**config.mk**
```make
export PLATFORM = sky130hd
export DESIGN_NAME = load_store_unit
export DESIGN_NICKNAME = d
export VERILOG_FILES = /design/src/rtl/load_store_unit.sv
export SDC_FILE = /design/constraint.sdc
export NUM_CORES = 1
export LEC_CHECK = 0
export ABC_AREA = 1
export BUFFER_PORTS_ARGS = -buffer_cell sky130_fd_sc_hd__buf_2
export CAP_MARGIN = 20
export CORE_MARGIN = 4
export CORE_UTILIZATION = 50
export CTS_CLUSTER_SIZE = 20
export DETAILED_ROUTE_END_ITERATION = 6
export PLACE_DENSITY = 0.87
export SYNTH_ARGS = -nofsm -noshare
export SYNTH_HDL_FRONTEND = slang
export SYNTH_SLANG_ARGS = --single-unit
export TNS_END_PERCENT = 10
```
**constraint.sdc**
```tcl
create_clock -name i_clk -period 4.5 [get_ports i_clk]
set_input_delay 0.9 -clock i_clk [delete_from_list [all_inputs] [get_ports i_clk]]
set_output_delay 0.9 -clock i_clk [all_outputs]
set_load 0.02 [all_outputs]
```
**src/rtl/load_store_unit.sv**
```systemverilog
// Load/store unit: turns control-unit load/store requests into single-beat
// word-addressed bus transactions, with lane steering, load extension and
// alignment checking.
//
// Optional feature: define LSU_TIMEOUT_EN to add a watchdog that aborts a bus
// request after TIMEOUT_CYCLES cycles without mem_ack.
//
// state  | meaning
// -------+-------------------------------------------------------------
// S_IDLE | waiting for exec_stage & (dbus_re | dbus_we)
// S_REQ  | bus request outstanding, request fields held in r_* regs
// S_DONE | one-cycle completion; access_fault visible here if flagged
module load_store_unit #(
  parameter int TIMEOUT_CYCLES = 16
) (
  input  logic        i_clk,
  input  logic        i_rst,
  input  logic        i_exec_stage,
  input  logic        i_dbus_re,
  input  logic        i_dbus_we,
  input  logic [2:0]  i_f3,
  input  logic [31:0] i_addr,
  input  logic [31:0] i_store_data,
  output logic        o_stall,
  output logic [31:0] o_load_data,
  output logic        o_access_fault,
  output logic        o_mem_req,
  output logic        o_mem_we,
  output logic [31:0] o_mem_addr,
  output logic [31:0] o_mem_wdata,
  output logic [3:0]  o_mem_byte_en,
  input  logic        i_mem_ack,
  input  logic [31:0] i_mem_rdata
);

  typedef enum logic [1:0] {S_IDLE, S_REQ, S_DONE} state_t;

  if (TIMEOUT_CYCLES < 1) begin : g_bad_timeout
    $error("load_store_unit: TIMEOUT_CYCLES must be at least 1");
  end

  state_t      r_state;
  state_t      w_next;
  logic [31:0] r_addr;
  logic [2:0]  r_f3;
  logic [31:0] r_wdata;
  logic        r_we;
  logic        r_fault;
  logic [31:0] r_load_data;

  logic        w_start;
  logic        w_illegal;
  logic        w_timeout;
  logic [3:0]  w_lanes;
  logic [31:0] w_wdata;
  logic [31:0] w_shifted;
  logic [31:0] w_load_ext;

  assign w_start = i_exec_stage & (i_dbus_re | i_dbus_we);

  // Legality of the incoming request: size encoding, store-unsigned, dual
  // request and natural alignment.
  always_comb begin
    w_illegal = 1'b0;
    case (i_f3[1:0])
      2'b01:   w_illegal = i_addr[0];
      2'b10:   w_illegal = (i_addr[1:0] != 2'b00);
      2'b11:   w_illegal = 1'b1;
      default: w_illegal = 1'b0;
    endcase
    if (i_dbus_we && i_f3[2]) w_illegal = 1'b1;
    if (i_dbus_re && i_dbus_we) w_illegal = 1'b1;
  end

`ifdef LSU_TIMEOUT_EN
  localparam int CW = $clog2(TIMEOUT_CYCLES + 1);
  logic [CW-1:0] r_tmo_cnt;

  // Ack takes priority: the abort fires only on a REQ cycle with no ack.
  assign w_timeout = (r_state == S_REQ) && !i_mem_ack &&
                     (r_tmo_cnt == CW'(TIMEOUT_CYCLES - 1));

  // Watchdog counter: cleared on entry to REQ, counts REQ cycles without ack.
  always_ff @(posedge i_clk or posedge i_rst) begin
    if (i_rst) begin
      r_tmo_cnt <= '0;
    end else if (r_state == S_IDLE) begin
      r_tmo_cnt <= '0;
    end else if (r_state == S_REQ && !i_mem_ack) begin
      r_tmo_cnt <= r_tmo_cnt + 1'b1;
    end
  end
`else
  assign w_timeout = 1'b0;
`endif

  // State register.
  always_ff @(posedge i_clk or posedge i_rst) begin
    if (i_rst) r_state <= S_IDLE;
    else       r_state <= w_next;
  end

  // Next-state logic and bus-facing outputs.
  always_comb begin
    w_next         = r_state;
    o_stall        = 1'b0;
    o_mem_req      = 1'b0;
    o_mem_we       = 1'b0;
    o_mem_byte_en  = 4'b0000;
    o_access_fault = 1'b0;
    case (r_state)
      S_IDLE: begin
        if (w_start) begin
          o_stall = 1'b1;
          w_next  = w_illegal ? S_DONE : S_REQ;
        end
      end
      S_REQ: begin
        o_stall       = 1'b1;
        o_mem_req     = 1'b1;
        o_mem_we      = r_we;
        o_mem_byte_en = w_lanes;
        if (i_mem_ack || w_timeout) w_next = S_DONE;
      end
      S_DONE: begin
        o_access_fault = r_fault;
        w_next         = S_IDLE;
      end
      default: w_next = S_IDLE;
    endcase
  end

  // Lane enables and replicated write data from the latched request.
  always_comb begin
    case (r_f3[1:0])
      2'b00: begin
        w_lanes = 4'b0001 << r_addr[1:0];
        w_wdata = {4{r_wdata[7:0]}};
      end
      2'b01: begin
        w_lanes = 4'b0011 << r_addr[1:0];
        w_wdata = {2{r_wdata[15:0]}};
      end
      default: begin
        w_lanes = 4'b1111;
        w_wdata = r_wdata;
      end
    endcase
  end

  // Right-justify the addressed lane, then sign- or zero-extend.
  always_comb begin
    w_shifted = i_mem_rdata >> {r_addr[1:0], 3'b000};
    case (r_f3[1:0])
      2'b00:   w_load_ext = {{24{~r_f3[2] & w_shifted[7]}}, w_shifted[7:0]};
      2'b01:   w_load_ext = {{16{~r_f3[2] & w_shifted[15]}}, w_shifted[15:0]};
      default: w_load_ext = i_mem_rdata;
    endcase
  end

  // Request capture, fault flag and load result register.
  always_ff @(posedge i_clk or posedge i_rst) begin
    if (i_rst) begin
      r_addr      <= '0;
      r_f3        <= '0;
      r_wdata     <= '0;
      r_we        <= 1'b0;
      r_fault     <= 1'b0;
      r_load_data <= '0;
    end else begin
      if (r_state == S_IDLE && w_start) begin
        r_fault <= w_illegal;
        if (!w_illegal) begin
          r_addr  <= i_addr;
          r_f3    <= i_f3;
          r_wdata <= i_store_data;
          r_we    <= i_dbus_we;
        end
      end else if (w_timeout) begin
        r_fault <= 1'b1;
      end
      if (r_state == S_REQ && i_mem_ack && !r_we) begin
        r_load_data <= w_load_ext;
      end
    end
  end

  assign o_mem_addr  = {r_addr[31:2], 2'b00};
  assign o_mem_wdata = w_wdata;
  assign o_load_data = r_load_data;

endmodule

```
==> results of run 1 <==
==> placed cells by master (no fill, tap or decap), types with 4 or more instances in the layout <==
cell      synthesis  final
clkbuf_8          0      9
nand2_1         222    222
o21ai_1          72     72
buf_2            13    206
buf_4            50      6
nand3_1          52     51
or2_2            22     22
dfrtp_1         103    103
inv_2             6      6
nor2_1            9      9
nor2_2            4      4
o211ai_1         10     10
inv_1           103    102
o21ai_0          17     17
a21oi_1          31     31
==> per-stage QoR <==
step | std cells | instance area, µm² | hold WS, ns | util
after floorplan | 739 | 5540 | 0.459 | -
after global placement | 1013 | 6280 | 0.460 | 0.580
after detailed placement | 1013 | 6280 | 0.472 | 0.580
after CTS | 1029 | 6480 | 0.420 | 0.598
after global routing | 1029 | 6480 | 0.420 | 0.598
final | 1029 | 6480 | 0.437 | 0.598
==> power by group through the flow <==
stage | clock, W | combinational [W] | sequential, W
final | 0.000581 | 0.00184 | 0.00154
after global routing | 0.000645 | 0.00202 | 0.00159
after CTS | 0.000596 | 0.00185 | 0.00154
after detailed placement | 0 | 0.00185 | 0.00155
after global placement | 0 | 0.00181 | 0.00155
after floorplan | 0 | 0.00129 | 0.00165
==> sequential cells by signal (all words and copies together), names as in the netlist <==
name,count
o_load_data,32
r_addr,32
r_wdata,32
r_f3,3
r_state,2
r_fault,1
r_we,1
==> how the worst min path moves through the flow <==
stage,cells past startpoint,slack (ns),endpoint,from
2_1_floorplan,2,0.46,r_wdata[16],r_wdata[16]
3_3_place_gp,2,0.46,o_load_data[4],o_load_data[4]
3_5_place_dp,2,0.47,o_load_data[4],o_load_data[4]
4_1_cts,2,0.42,r_addr[4],i_rst
5_1_grt,2,0.42,r_addr[4],i_rst
6_report,2,0.44,r_addr[4],i_rst
==> critical path: cells and delay by family, from the launching register on <==
family / cells / cell delay (ns)
buf+inv: 3 / 0.91
flops: 1 / 0.66
compound gates: 2 / 0.31
simple gates: 1 / 0.25
==> logic make-up (layout without fill, tap and decap cells) <==
logic type / after synthesis / count (layout) / synth area share
buffers and inverters: 187 / 337 / 0.169
other: 1 / 2 / 0.000677
flip-flops: 103 / 103 / 0.465
AO/OA/AOI/OAI: 132 / 132 / 0.124
AND/OR/NAND/NOR: 315 / 315 / 0.241
==> layout make-up <==
class | count | area, µm²
fillers | 1022 | 4360
well taps | 140 | 175
repair buffers | 212 | 1080
clock inverters | 7 | 73.8
clock buffers | 9 | 124
inverters | 109 | 412
multi-input cells | 449 | 2040
flip-flops and latches | 103 | 2580
==> metal layers <==
metal | share of wire | global-route usage | vias to the layer above | wire, µm
li1 | - | - | 2543 | -
met1 | 0.42 | 0.309 | 2346 | 6060
met2 | 0.46 | 0.363 | 276 | 6740
met3 | 0.092 | 0.0529 | 42 | 1340
met4 | 0.032 | 0.0905 | 0 | 461
met5 | 0 | 0 | - | 0
==> impl_metrics.yaml, run 1 <==
logic_synthesis:
  ys_warn_count: 0
  synthArstFlopShare: 1.00
  synthCells: 738
  synth_cell_type_count: 24
  synth_edf_count: 0
  synthTopCellsByCount: "nand2_1 (222), dfrtp_1 (103), inv_1 (103), o21ai_1 (72), nand3_1 (52)"
  yosysTopAreaCell: "dfrtp_1"
  synth_top_area_frac: 0.465
  synth_ff_type: "dfrtp_1"
  synth_area_um2: 5540
  syn_avg_cell_area_um2: 7.51
  yosysSeqAreaShare: 0.465
  synth_area_leaders: "dfrtp_1 (47%), nand2_1 (15%), inv_1 (7.0%), buf_4 (6.8%), o21ai_1 (6.5%)"
  ys_ff_latch: 103
  post-synth-top-count-cell: "nand2_1"
timing:
  finalHoldViolations: 0
  tightest_slew_ns: 0.942
  max_freq_mhz: 295
  setup_viol_count_final: 0
  tns_ns: 0
  maxSlewHeadroom: 0.372
  setup_ws_ns: 1.11
  clock_skew_ns: 0.0138
  finalCritPeriodShare: 0.754
  rsz0062_at_grt: "no"
  period_needed_ns: 3.39
  slew_viol_final: 0
power:
  p_int_w: 0.00213
  power.switching_w: 0.00183
  leakage_nw: 3.83
  combPwrFrac: 0.464
  vdd_drop_max_v: 0.000315
  p_clk_frac: 0.147
  power.density_nw_per_um2: 612
  power_frac_seq: 0.389
  design_power_total_w: 0.00396
  p_sw_frac: 0.463
worst_setup_path:
  worstPathCellList: "inv_2, nand2_1, inv_2, o21ai_0, a21oi_1, buf_2"
  cp.arrival_ns: 2.49
  worst-endpoint-required_ns: 3.60
  crit_path_max_fanout: 25
  crit_type: "flop to primary output"
  cp-start-kind: "flop"
  crit_top_cell: "inv_2"
  r2r_end: "r_wdata[16]"
  r2r_cells: 7
  startpoint: "r_f3[1]"
  cp-endpoint: "o_mem_byte_en[1]"
  max_stage_delay_ns: 0.66
  slowest_stage: "dfrtp_1"
  rrSetupSlack_ns: 2.12
  endpoint_kind: "primary output"
  r2r-start: "r_state[0]"
global_routing:
  grt_max_degree: 98
  grt_pass1_wl_mm: 24.2
  grt_overflow_total: 0
  grt_util_all_layers: 0.230
  antenna_found_initial: 0
  grt_pass1_vias: 5037
floorplan:
  core_region_area_um2: 10800
  dieWidth_um: 113
  design.die.area_um2: 12800
  die_h_um: 113
  io_pins: 209
  fp-row-count: 38
  initial_core_util: 0.511
cts:
  insertion_delay_ns: 0.37
  cts_resized: 0
  postCtsSetupBuffers: 0
  root_buffer: "clkbuf_8"
  cts_buffers: 9
  cts.clk_slew.worst_paths_ns: 0.11
  clkSinkCount: 103
  cts_hold_buf: 0
  cts_tree: "built"
  htreeDepth: 3
  clk_path_buf_depth: 2
layout:
  insertedDiodeCount: 0
  drive_above_1_share: 0.298
  nets: 989
  area_delta_synth_final_pct: 17.0
drt:
  postRouteWirelength_mm: 14.6
  wire_per_inst_um: 14.2
  drtIter0Drc: 489
  firstDrtPassIters: 7
  drcViolationCount: 0
  postRouteAntennaNets: 0
  viasPerCell: 5.06
  dr_total_vias: 5207
placed_design:
  dp_hpwl_mm: 10.8
  placement.io_buffers: 206
  place_congestion: 0.901
  dp_slack_ns: 1.46
job:
  maxCapViolCount: 0
hold_path:
  min_path_type: "input pin to asynchronous set/reset pin"
status:
  status: "finished, final reports clean"
Note: power is estimated with default switching activity, not from simulation.
==> run 2, diff against run 1 <==
--- a/config.mk
+++ b/config.mk
@@ -9,10 +9,10 @@
 export BUFFER_PORTS_ARGS = -buffer_cell sky130_fd_sc_hd__buf_2
 export CAP_MARGIN = 20
 export CORE_MARGIN = 4
-export CORE_UTILIZATION = 50
+export CORE_UTILIZATION = 45
 export CTS_CLUSTER_SIZE = 20
 export DETAILED_ROUTE_END_ITERATION = 6
-export PLACE_DENSITY = 0.87
+export PLACE_DENSITY = 0.83
 export SYNTH_ARGS = -nofsm -noshare
 export SYNTH_HDL_FRONTEND = slang
 export SYNTH_SLANG_ARGS = --single-unit
==> constraint.sdc (replaced) <==
create_clock -name i_clk -period 2.78 [get_ports i_clk]
set_input_delay 0.556 -clock i_clk [delete_from_list [all_inputs] [get_ports i_clk]]
set_output_delay 0.556 -clock i_clk [all_outputs]
set_load 0.02 [all_outputs]
==> run 2 against run 1 <==
Against the previous run: final area is 2.3% higher; non-clock buffer count is 5 higher; clock skew is 0.0031 ns lower; setup slack worse by 0.72 ns; critical path depth is 1 lower; via count is 1.2% lower; sequential cell count stayed put; hold slack worse by 0.21 ns; utilization is 4.6 points lower; die area is 10% higher; sequential share of layout area is 0.89 points lower; total power is 69% higher; critical path type unchanged; largest power group unchanged.
==> impl_metrics.yaml, run 2 (synthesis gave the netlist of run 1 again) <==
layout:
  fill_cells: 1164
  nets: 994
  final_cells: 1040
  insertedDiodeCount: 0
  drive_above_1_share: 0.300
  layout_commonest_cell: "nand2_1"
  area_delta_synth_final_pct: 19.7
  layout_common_cells: "nand2_1 (222), buf_2 (206), dfrtp_1 (103)"
worst_setup_path:
  crit_top_cell: "nor2_1"
  crit_buf_inv: 1
  worst-endpoint-required_ns: 2.22
  cp.arrival_ns: 1.83
  crit_family: "flip-flops"
  crit_type: "flop to primary output"
  worstPathCellList: "nand2_2, nor2_1, nor2_1, a21oi_1, buf_2"
  max_stage_delay_ns: 0.66
  cp-start-kind: "flop"
  slowest_stage: "dfrtp_1"
  rrSetupSlack_ns: 0.66
  crit_path_max_fanout: 16
  endpoint_kind: "primary output"
drt:
  viasPerCell: 4.94
  dr_wl_met2_mm: 6.73
  dr_total_vias: 5142
  postRouteWirelength_mm: 14.7
  postRouteAntennaNets: 0
  firstDrtPassIters: 6
  wl_met3_mm: 1.35
  drcViolationCount: 0
  maxUsedRoutingLayer: "met4"
  drtIter0Drc: 557
  m1WireLength_mm: 6.14
  wire_per_inst_um: 14.1
cts:
  root_buffer: "clkbuf_16"
  clk_path_buf_depth: 2
  cts_resized: 0
  cts_buffers: 9
  htreeDepth: 3
  clkSinkCount: 103
  cts_tree: "built"
  insertion_delay_ns: 0.35
  cts.clk_slew.worst_paths_ns: 0.07
  postCtsSetupBuffers: 0
  cts_hold_buf: 0
timing:
  tightest_slew_ns: 0.540
  period_needed_ns: 2.39
  maxSlewHeadroom: 0.636
  finalHoldViolations: 0
  slew_viol_final: 0
  finalCritPeriodShare: 0.860
  rsz0062_at_grt: "no"
  clock_skew_ns: 0.0107
  max_freq_mhz: 418
  tns_ns: 0
  setup_viol_count_final: 0
placed_design:
  place_congestion: 0.876
  dp.cells: 1025
  placement.io_buffers: 206
  dp_hpwl_mm: 10.8
status:
  status: "finished, final reports clean"
floorplan:
  die_h_um: 119
  io_pins: 209
  core_region_area_um2: 12000
  design.die.area_um2: 14200
  fp-row-count: 40
  dieWidth_um: 119
  initial_core_util: 0.461
global_routing:
  grt_util_all_layers: 0.203
  grt_overflow_total: 0
  grt_pass1_wl_mm: 23.3
  grt_max_degree: 93
  grt_pass1_vias: 4772
  antenna_found_initial: 0
power:
  power.density_nw_per_um2: 1010
  power.switching_w: 0.00294
  power_frac_seq: 0.363
  leakage_nw: 3.89
  p_sw_frac: 0.439
  p_clk_frac: 0.177
  p_int_w: 0.00377
  vdd_drop_max_v: 0.000433
  combPwrFrac: 0.460
job:
  maxCapViolCount: 0
hold_path:
  min_path_type: "input pin to asynchronous set/reset pin"
-- run 2: cell count changes in the layout (fill, tap and decap cells not counted), sizes merged --
cell / delta
buf: +5
inv: -4
clkbuf: +2
clkinvlp: +1
-- run 2: power by group through the flow --
stage | combinational (W) | clock (W) | sequential, W
after global placement | 0.00305 | 0 | 0.00244
after CTS | 0.00311 | 0.00121 | 0.00243
after detailed placement | 0.00310 | 0 | 0.00244
after floorplan | 0.00209 | 0 | 0.00267
after global routing | 0.00338 | 0.00126 | 0.00252
final | 0.00308 | 0.00119 | 0.00244
-- run 2: metrics by stage --
| step | hold slack [ns] | util | setup slack [ns] | power, W | cell area, µm² |
|---|---|---|---|---|---|
| after floorplan | 0.459 | - | 0.927 | 0.00475 | 5550 |
| after global placement | 0.460 | 0.529 | 0.733 | 0.00549 | 6360 |
| after detailed placement | 0.467 | 0.529 | 0.726 | 0.00555 | 6360 |
| after CTS | 0.234 | 0.552 | 0.425 | 0.00675 | 6630 |
| after global routing | 0.265 | 0.552 | 0.265 | 0.00716 | 6630 |
| final | 0.231 | 0.552 | 0.389 | 0.00671 | 6630 |
-- run 2: final timing paths --
| path | start | end | cells after the start |
|---|---|---|---|
| max | r_addr[0] | o_mem_byte_en[2] | 5 |
| min | i_rst | r_addr[9] | 2 |
| max reg2reg | r_addr[0] | o_load_data[30] | 10 |
| min reg2reg | o_load_data[3] | o_load_data[3] | 2 |
| max in group asynchronous | i_rst | r_wdata[0] | 3 |
| min in group i_clk | i_addr[13] | r_addr[13] | 3 |
-- run 2: layout make-up --
class                      instances  area, µm²  share of cell area
timing repair buffer             217       1140               0.172
clock inverter                     4       31.3             0.00472
clock buffer                      11        243              0.0366
inverter                         109        413              0.0623
sequential                       103       2580               0.389
tap                              147        184              0.0277
multi-input combinational        449       2040               0.308
-- run 2: routing by layer --
| layer | track usage | vias to the layer above |
|---|---|---|
| met5 | 0 | - |
| met4 | 0.0978 | 0 |
| met3 | 0.0499 | 46 |
| met2 | 0.322 | 242 |
| met1 | 0.260 | 2304 |
| li1 | - | 2550 |
